<file path="config.mk">
export PLATFORM = sky130hd
export DESIGN_NAME = vga_timing
export DESIGN_NICKNAME = d
export VERILOG_FILES = /design/src/rtl/vga_timing.sv
export SDC_FILE = /design/constraint.sdc
export NUM_CORES = 1
export LEC_CHECK = 0
export ABC_AREA = 1
export CORE_MARGIN = 5
export CORE_UTILIZATION = 50
export CTS_CLUSTER_SIZE = 24
export DETAILED_ROUTE_END_ITERATION = 8
export PLACE_DENSITY = 0.78
export REMOVE_ABC_BUFFERS = 1
export SLEW_MARGIN = 10
export SYNTH_ARGS = -nofsm -noshare
export SYNTH_HDL_FRONTEND = slang
export SYNTH_SLANG_ARGS = --single-unit
export TNS_END_PERCENT = 50
</file>
<file path="constraint.sdc">
create_clock -name CLK -period 2 [get_ports CLK]
set_input_delay 0.5 -clock CLK [delete_from_list [all_inputs] [get_ports CLK]]
set_output_delay 0.5 -clock CLK [all_outputs]
set_load 0.005 [all_outputs]
</file>
<file path="src/rtl/vga_timing.sv">
// Raster timing generator: divides CLK to the pixel rate, runs the h/v counters
// and drives registered sync, coordinate, blank and per-frame strobe outputs.
module vga_timing #(
   parameter int CLK_DIV   = 4,
   parameter int H_VISIBLE = 640,
   parameter int H_FP      = 16,
   parameter int H_SYNC    = 96,
   parameter int H_BP      = 48,
   parameter int V_VISIBLE = 480,
   parameter int V_FP      = 10,
   parameter int V_SYNC    = 2,
   parameter int V_BP      = 33,
   parameter bit SYNC_POL  = 1'b0
) (
   input  logic       CLK,
   input  logic       RST,
   output logic       HS,
   output logic       VS,
   output logic       HS_probe,
   output logic       VS_probe,
   output logic [9:0] x,
   output logic [9:0] y,
   output logic       blank,
   output logic       pix_en,
   output logic       frame_start
);

   localparam int H_TOTAL = H_VISIBLE + H_FP + H_SYNC + H_BP;
   localparam int V_TOTAL = V_VISIBLE + V_FP + V_SYNC + V_BP;
   localparam int DIV_W   = (CLK_DIV > 1) ? $clog2(CLK_DIV) : 1;

   localparam logic [DIV_W-1:0] DIV_LAST = DIV_W'(CLK_DIV - 1);
   localparam logic [9:0] H_LAST   = 10'(H_TOTAL - 1);
   localparam logic [9:0] V_LAST   = 10'(V_TOTAL - 1);
   localparam logic [9:0] H_VIS    = 10'(H_VISIBLE);
   localparam logic [9:0] V_VIS    = 10'(V_VISIBLE);
   localparam logic [9:0] HS_START = 10'(H_VISIBLE + H_FP);
   localparam logic [9:0] HS_END   = 10'(H_VISIBLE + H_FP + H_SYNC);
   localparam logic [9:0] VS_START = 10'(V_VISIBLE + V_FP);
   localparam logic [9:0] VS_END   = 10'(V_VISIBLE + V_FP + V_SYNC);

   logic [DIV_W-1:0] div;
   logic [9:0]       h;
   logic [9:0]       v;
   logic             tick;
   logic             tick_q;
   logic             hs_act;
   logic             vs_act;

   // With CLK_DIV == 1 the divider is stuck at 0 and DIV_LAST is 0, so tick is constant 1.
   assign tick   = (div == DIV_LAST);
   assign hs_act = (h >= HS_START) && (h < HS_END);
   assign vs_act = (v >= VS_START) && (v < VS_END);

   always_ff @(posedge CLK or posedge RST) begin
      if (RST) begin
         div    <= '0;
         h      <= '0;
         v      <= '0;
         tick_q <= 1'b0;
      end else begin
         tick_q <= tick;
         if (tick) begin
            div <= '0;
            if (h == H_LAST) begin
               h <= '0;
               v <= (v == V_LAST) ? 10'd0 : v + 10'd1;
            end else begin
               h <= h + 10'd1;
            end
         end else begin
            div <= div + 1'b1;
         end
      end
   end

   // tick_q marks that h/v changed on the previous edge, so pix_en and frame_start
   // line up with the cycle in which x/y first show the new position.
   always_ff @(posedge CLK or posedge RST) begin
      if (RST) begin
         x           <= '0;
         y           <= '0;
         blank       <= 1'b0;
         HS          <= ~SYNC_POL;
         VS          <= ~SYNC_POL;
         HS_probe    <= ~SYNC_POL;
         VS_probe    <= ~SYNC_POL;
         pix_en      <= 1'b0;
         frame_start <= 1'b0;
      end else begin
         x           <= h;
         y           <= v;
         blank       <= (h >= H_VIS) | (v >= V_VIS);
         HS          <= hs_act ? SYNC_POL : ~SYNC_POL;
         VS          <= vs_act ? SYNC_POL : ~SYNC_POL;
         HS_probe    <= hs_act ? SYNC_POL : ~SYNC_POL;
         VS_probe    <= vs_act ? SYNC_POL : ~SYNC_POL;
         pix_en      <= tick_q;
         frame_start <= tick_q && (h == 10'd0) && (v == 10'd0);
      end
   end

endmodule

</file>
* After elaboration in Yosys (flattened, before gate mapping)
Index checks and enable logic that the tools add are counted.
** Storage, ports and cells
- Bits of input ports :: 2
- Bits in registers :: 48
- Output and inout bits :: 27
- Word-level logic and storage cells :: 36
** Operators by class
- Order comparisons :: 6
- Bitwise operators :: 1
- Add/subtract/negate cells :: 3
- Mux-type cells :: 5
- Eq/ne operators :: 3
- Reductions and logical operators :: 7
** Operator list (count)
- $add 10x1->10 const B :: 2
- $eq 10x10->1 const B :: 2
- $ge 10x10->1 const B :: 2
- $ge 10x9->1 const B :: 2
- $logic_not 10->1 :: 2
- $mux 10 :: 2
- $lt 10x10->1 const B :: 1
- $lt 10x9->1 const B :: 1
- $logic_and 1x1->1 :: 4
- $add 2x1->2 const B :: 1
- $eq 2x2->1 const B :: 1
- $mux 1 :: 2
- $mux 2 :: 1
- $reduce_and 2->1 :: 1
- $or 1x1->1 :: 1

* Depth between registers and ports, before layout
Gate-level depths: netlist of run 1.
- Word-level depth :: 3
- Gate-level depth with buffers :: 8

* Least setup slack after synthesis of run 1
No wires, ideal clock.
- Kind :: reg-to-reg
- Start point :: register h[0]
- End point :: register v[9]
- Data required time :: 1.882 ns
- Library setup time :: 0.118 ns
- Arrival :: 1.188 ns
- Cell stages (with the launch flop) :: 8
- Buffers on the path :: 0
- Path slack :: 0.694 ns
- Path through :: dfrtp_1 ha_1 nand3_1 clkinv_1 nand4_4 clkinv_1 nand3_1 nand2_1
** On the way
- Longest elaborated chain between the ends :: 2
** Ends and longest elaborated chain
- start: declaration :: line 43 : logic [9:0] h;
- start signal: assignment :: line 69 : h <= h + 10'd1;
- $eq 10x10->1 :: line 65 : if (h == H_LAST) begin
- $reduce_and 2->1 (no source line)
- end signal: assignment :: line 67 : v <= (v == V_LAST) ? 10'd0 : v + 10'd1;
- end: declaration :: line 44 : logic [9:0] v;
No other way between the ends.
A chain may end at the register's enable or synchronous reset.

==> flow_summary.toml, run 1 <==
[outcome]
outcome = "finished, final reports clean"

[synth]
ys_ff_latch = 48
synthCells = 206
yosys.area.top_type = "dfrtp_1"
synth_top_cells_by_area = "dfrtp_1 57%, nand2_1 8.5%, inv_1 4.4%, ha_1 3.7%, nand3_1 3.4%"
syn-cell-area_mm2 = 0.00203
ys_seq_area_share_pct = 59.2
synth_top_area_share_pct = 56.6
synth_cell_types = 26
yosysWarnings = 0
postSynthAreaPerCell_um2 = 9.88

[clock_network]
hold_buffers = 0
ctsLongestPathBuffers = 2
cts.sinks = 48
postCtsSetupRepairBufs = 0
post_cts_resized = 0
clkLatencyLatePin_ns = 0.30
numCtsBuffers = 5
cts-root-buf = "clkbuf_8"
cts_tree = "yes"
clk_pin_slew_ns = 0.08
cts.htree.levels = 2

[die]
initial_core_util_pct = 51.2
core_mm2 = 0.00397
die_area_mm2 = 0.00544
die_w_um = 73.8
pin_count = 29
num_rows = 23
die_h_um = 73.8

[sta]
fin_skew_ns = 0.00486
slew_violations = 0
tns_ns = 0
slew_headroom_pct = 73.1
layout_setup_ws_ns = 0.174
worst_pin_slew_ns = 0.403
rsz0062_at_grt = "false"
fmax_mhz = 548
period_share_pct = 91.3
finalSetupViolations = 0
fin_crit_ns = 1.83
finalHoldViolations = 0

[critical_path]
cp_num_buf_inv = 1
cp_cell_sequence = "clkdlybuf4s50_1"
start_kind = "register"
max_stage_delay_ns = 0.54
arrival_ns = 1.33
slowest_stage = "dfstp_2"
cp-end-kind = "output pin"
worst-path-max-fanout = 2
cp_top_family = "flip-flops"
crit_required_ns = 1.50
timing_worst_setup_path_type = "register to output pin"

[place]
gp_congestion = 0.849
hpwlAfterDp_um = 2490
dp_slack_ns = 0.429
port_buffers = 28

[cells_and_area]
register_area_mm2 = 0.00120
n_antenna_cell = 0
multiInputGateArea_um2 = 692
fillers = 316
nets = 245
area_delta_synth_final_pct = 21.3
final_layout_size_suffix_gt1_share_pct = 8.82

[power]
cellPowerDensity_mw_per_mm2 = 674
ir_drop_uv = 704
p_leak_nw = 1.15

[detailed_routing]
firstDrtPassIters = 4
wirelength_um = 3390
post-route-drc-count = 0
first_iter_violations = 118
viasPerCell = 5.03
vias = 1449
wl_per_cell_um = 11.8
ant_nets = 0

[global_route]
grt_pass1_wl_um = 5900
grt_max_degree = 36
track_usage_pct = 14.3
antenna_found_initial = 0
grt_pass1_vias = 1296
overflow = 0

[job]
maxCapViolations = 0

[hold_path]
hold_path.class = "register to register"
## per-stage QoR
| stage | power, mW | hold WS [ns] | cells | instance area (um^2) | util, % |
|---|---|---|---|---|---|
| floorplan | 1.00 | 0.354 | 201 | 1990 | - |
| global placement | 1.01 | 0.384 | 280 | 2360 | 59.3 |
| detailed placement | 1.01 | 0.388 | 280 | 2360 | 59.3 |
| CTS | 1.69 | 0.409 | 288 | 2470 | 62.1 |
| global route | 1.74 | 0.426 | 288 | 2470 | 62.1 |
| finish | 1.66 | 0.396 | 288 | 2470 | 62.1 |
## power by group
part	internal, mW	leakage [nW]	switching (mW)
registers	0.970	0.634	0
clock network	0.369	0.0541	0.301
logic	0.00585	0.465	0.0181
total	1.34	1.15	0.319
## Yosys cell counts, drive strengths merged
cell type	n
nand2	48
dfrtp	46
inv	24
nor2	19
nand3	14
o21ai	12
xor2	7
ha	6
nor3	6
a21oi	5
buf	5
nand4	5
clkinv	2
dfstp	2
nor3b	2
nor4	1
o31ai	1
xnor2	1
## sequential cells by signal, summed over array words and instances, names as in the netlist
name,cells
div,2
tick_q,1
y,10
HS_probe,1
VS_probe,1
frame_start,1
pix_en,1
h,10
blank,1
x,10
v,10
## cells by family after synthesis
group           synth area share (%)
flops                           59.2
fa+ha+maj                       3.69
xor+xnor                        3.44
compound gates                  5.10
simple gates                    21.8
buf+inv                         6.83
## metal layers
metal	track usage (%)	wire length [um]	vias to the layer above
li1	-	-	721
met1	18.7	1500	691
met2	21.9	1640	31
met3	4.38	183	6
met4	6.24	64	0
met5	0	0	-
## placed cells by master (no fill, tap or decap), types with 2 or more instances in the layout
cell type	instances
a21oi_1	5
clkbuf_8	5
clkdlybuf4s50_1	28
clkinv_1	2
dfrtp_1	46
dfstp_2	2
ha_1	6
inv_1	23
nand2_1	46
nand2_2	2
nand3_1	14
nand4_1	3
nor2_1	18
nor3_1	6
o21ai_0	3
o21ai_1	6
o21ai_2	3
xor2_1	7
## path summary, 6_finish.rpt
kind                            slack [ns]        to  cells after the start      from
worst max-delay path                  0.17        VS                      1  VS_probe
worst min-delay path                  0.40    pix_en                      0    tick_q
worst min register to register        0.40    pix_en                      0    tick_q
min in group asynchronous             0.46      v[5]                      2       RST
max in group asynchronous             1.01  HS_probe                      3       RST
worst max register to register        0.41      h[9]                      6    div[0]
## final cells by class
type,instances,area share [%]
Sequential cell,48,48.8
Multi-Input combinational cell,127,28.0
Timing Repair Buffer,29,12.2
Inverter,26,3.96
Clock buffer,5,2.79
Tap cell,50,2.54
Clock inverter,3,1.72
Power figures use the tool's default switching activity.
==> run 2, diff against run 1 <==
- CTS_BUF_LIST: default -> sky130_fd_sc_hd__clkbuf_4 sky130_fd_sc_hd__clkbuf_8
- SKIP_CTS_REPAIR_TIMING: default -> 1
==> results of run 2 <==
No change in the layout: final DEF, timing and power equal those of run 1.
==> run 3, diff against run 2 <==
- CORE_MARGIN: 5 -> 2
==> flow_summary.toml, run 3 (synthesis results as in run 1) <==
[place]
place_area_mm2 = 0.00236
port_buffers = 28
dp_slack_ns = 0.406
hpwlAfterDp_um = 2440
dp.cells = 281
gp_congestion = 0.837

[critical_path]
r2r-end = "h[9]"
rr_worst_depth = 6
timing_worst_setup_path_type = "register to output pin"
max_stage_delay_ns = 0.53
cp_top_family = "flip-flops"
arrival_ns = 1.32
ff2ff_setup_slack_ns = 0.40
worst-path-max-fanout = 2
start_kind = "register"
slowest_stage = "dfstp_2"
cp_num_buf_inv = 1
crit_required_ns = 1.50
cp_cell_sequence = "clkdlybuf4s50_1"
cp-end-kind = "output pin"
reg2reg_from = "div[0]"

[sta]
whs_ns = 0.396
period_share_pct = 90.9
finalHoldViolations = 0
layout_setup_ws_ns = 0.181
slew_violations = 0
tns_ns = 0
finalSetupViolations = 0
fin_skew_ns = 0.00628
rsz0062_at_grt = "false"
fin_crit_ns = 1.82
slew_headroom_pct = 72.2
worst_pin_slew_ns = 0.417
fmax_mhz = 550

[die]
num_rows = 23
die_w_um = 67.8
core_mm2 = 0.00397
initial_core_util_pct = 51.2
die_h_um = 67.8
pin_count = 29
die_area_mm2 = 0.00459

[cells_and_area]
fillers = 334
multiInputGateArea_um2 = 692
fin_cells = 289
final_layout_size_suffix_gt1_share_pct = 9.21
final_cell_mix = "46 x nand2_1, 46 x dfrtp_1, 28 x clkdlybuf4s50_1"
register_area_mm2 = 0.00120
nets = 246
area_delta_synth_final_pct = 21.0
fin_area_mm2 = 0.00246
n_antenna_cell = 0

[clock_network]
ctsLongestPathBuffers = 2
cts-root-buf = "clkbuf_8"
cts.sinks = 48
clk_pin_slew_ns = 0.08
numCtsBuffers = 5
cts_tree = "yes"
clkLatencyLatePin_ns = 0.30
cts.htree.levels = 2

[detailed_routing]
wl_per_cell_um = 11.5
firstDrtPassIters = 6
vias = 1431
post-route-drc-count = 0
viasPerCell = 4.95
ant_nets = 0
first_iter_violations = 82
wirelength_um = 3330

[hold_path]
hold_depth = 0
min_from = "tick_q"
holdPathEnd = "pix_en"
hold_path.class = "register to register"

[global_route]
track_usage_pct = 17.2
grt_pass1_wl_um = 5790
overflow = 0
antenna_found_initial = 0
grt_max_degree = 24
grt_pass1_vias = 1326

[outcome]
outcome = "finished, final reports clean"

[power]
p_leak_nw = 1.15
cellPowerDensity_mw_per_mm2 = 646
power_frac_clock_pct = 37.4
p_switching_uw = 318
sw_frac_of_total_pct = 20.0
ir_drop_uv = 436
power.internal_mw = 1.27
combPwrFrac_pct = 1.6
p_seq_share_pct = 61.0

[job]
maxCapViolations = 0
run 3: changes by cell type in the layout (fill, tap and decap cells not counted), sizes merged:
cell / previous run / this run
buf: 1 / 2
bufinv: 1 / 0
clkbuf: 5 / 7
clkinv: 3 / 2
run 3: how the worst max path moves through the flow:
stage / from / end / slack [ns] / cells after the start
final: HS_probe / HS_probe / 0.18 / 1
after global routing: VS_probe / VS_probe / 0.13 / 1
after CTS: HS_probe / HS_probe / 0.17 / 1
after detailed placement: div[0] / h[9] / 0.41 / 6
after global placement: div[0] / h[9] / 0.49 / 6
after floorplan: RST / blank / 0.36 / 1
run 3: through the flow:
stage | utilization (%) | total power [mW]
finish | 62.0 | 1.59
detailed placement | 59.5 | 1.02
floorplan | - | 1.00
CTS | 62.0 | 1.61
global route | 62.0 | 1.65
global placement | 59.5 | 1.02
run 3: power groups by stage:
stage                     registers, mW  logic (mW)  clock network (mW)
after CTS                         0.970      0.0273               0.608
after floorplan                   0.989      0.0142                   0
after detailed placement          0.989      0.0273                   0
final                             0.970      0.0255               0.594
after global placement            0.989      0.0268                   0
after global routing              0.970      0.0293               0.651
run 3: cell type report:
| type | count | area share [%] |
|---|---|---|
| Clock buffer | 7 | 3.66 |
| Multi-Input combinational cell | 127 | 28.1 |
| Sequential cell | 48 | 48.9 |
| Tap cell | 50 | 2.54 |
| Inverter | 26 | 3.97 |
| Clock inverter | 1 | 0.305 |
| Timing Repair Buffer | 30 | 12.5 |
run 3: routing by layer:
metal	share of wire [%]	global-route usage (%)	up-vias
met5	0	0	-
met4	0.69	6.25	0
met3	4.5	4.50	4
met2	49	26.6	37
met1	46	23.4	671
li1	-	-	719
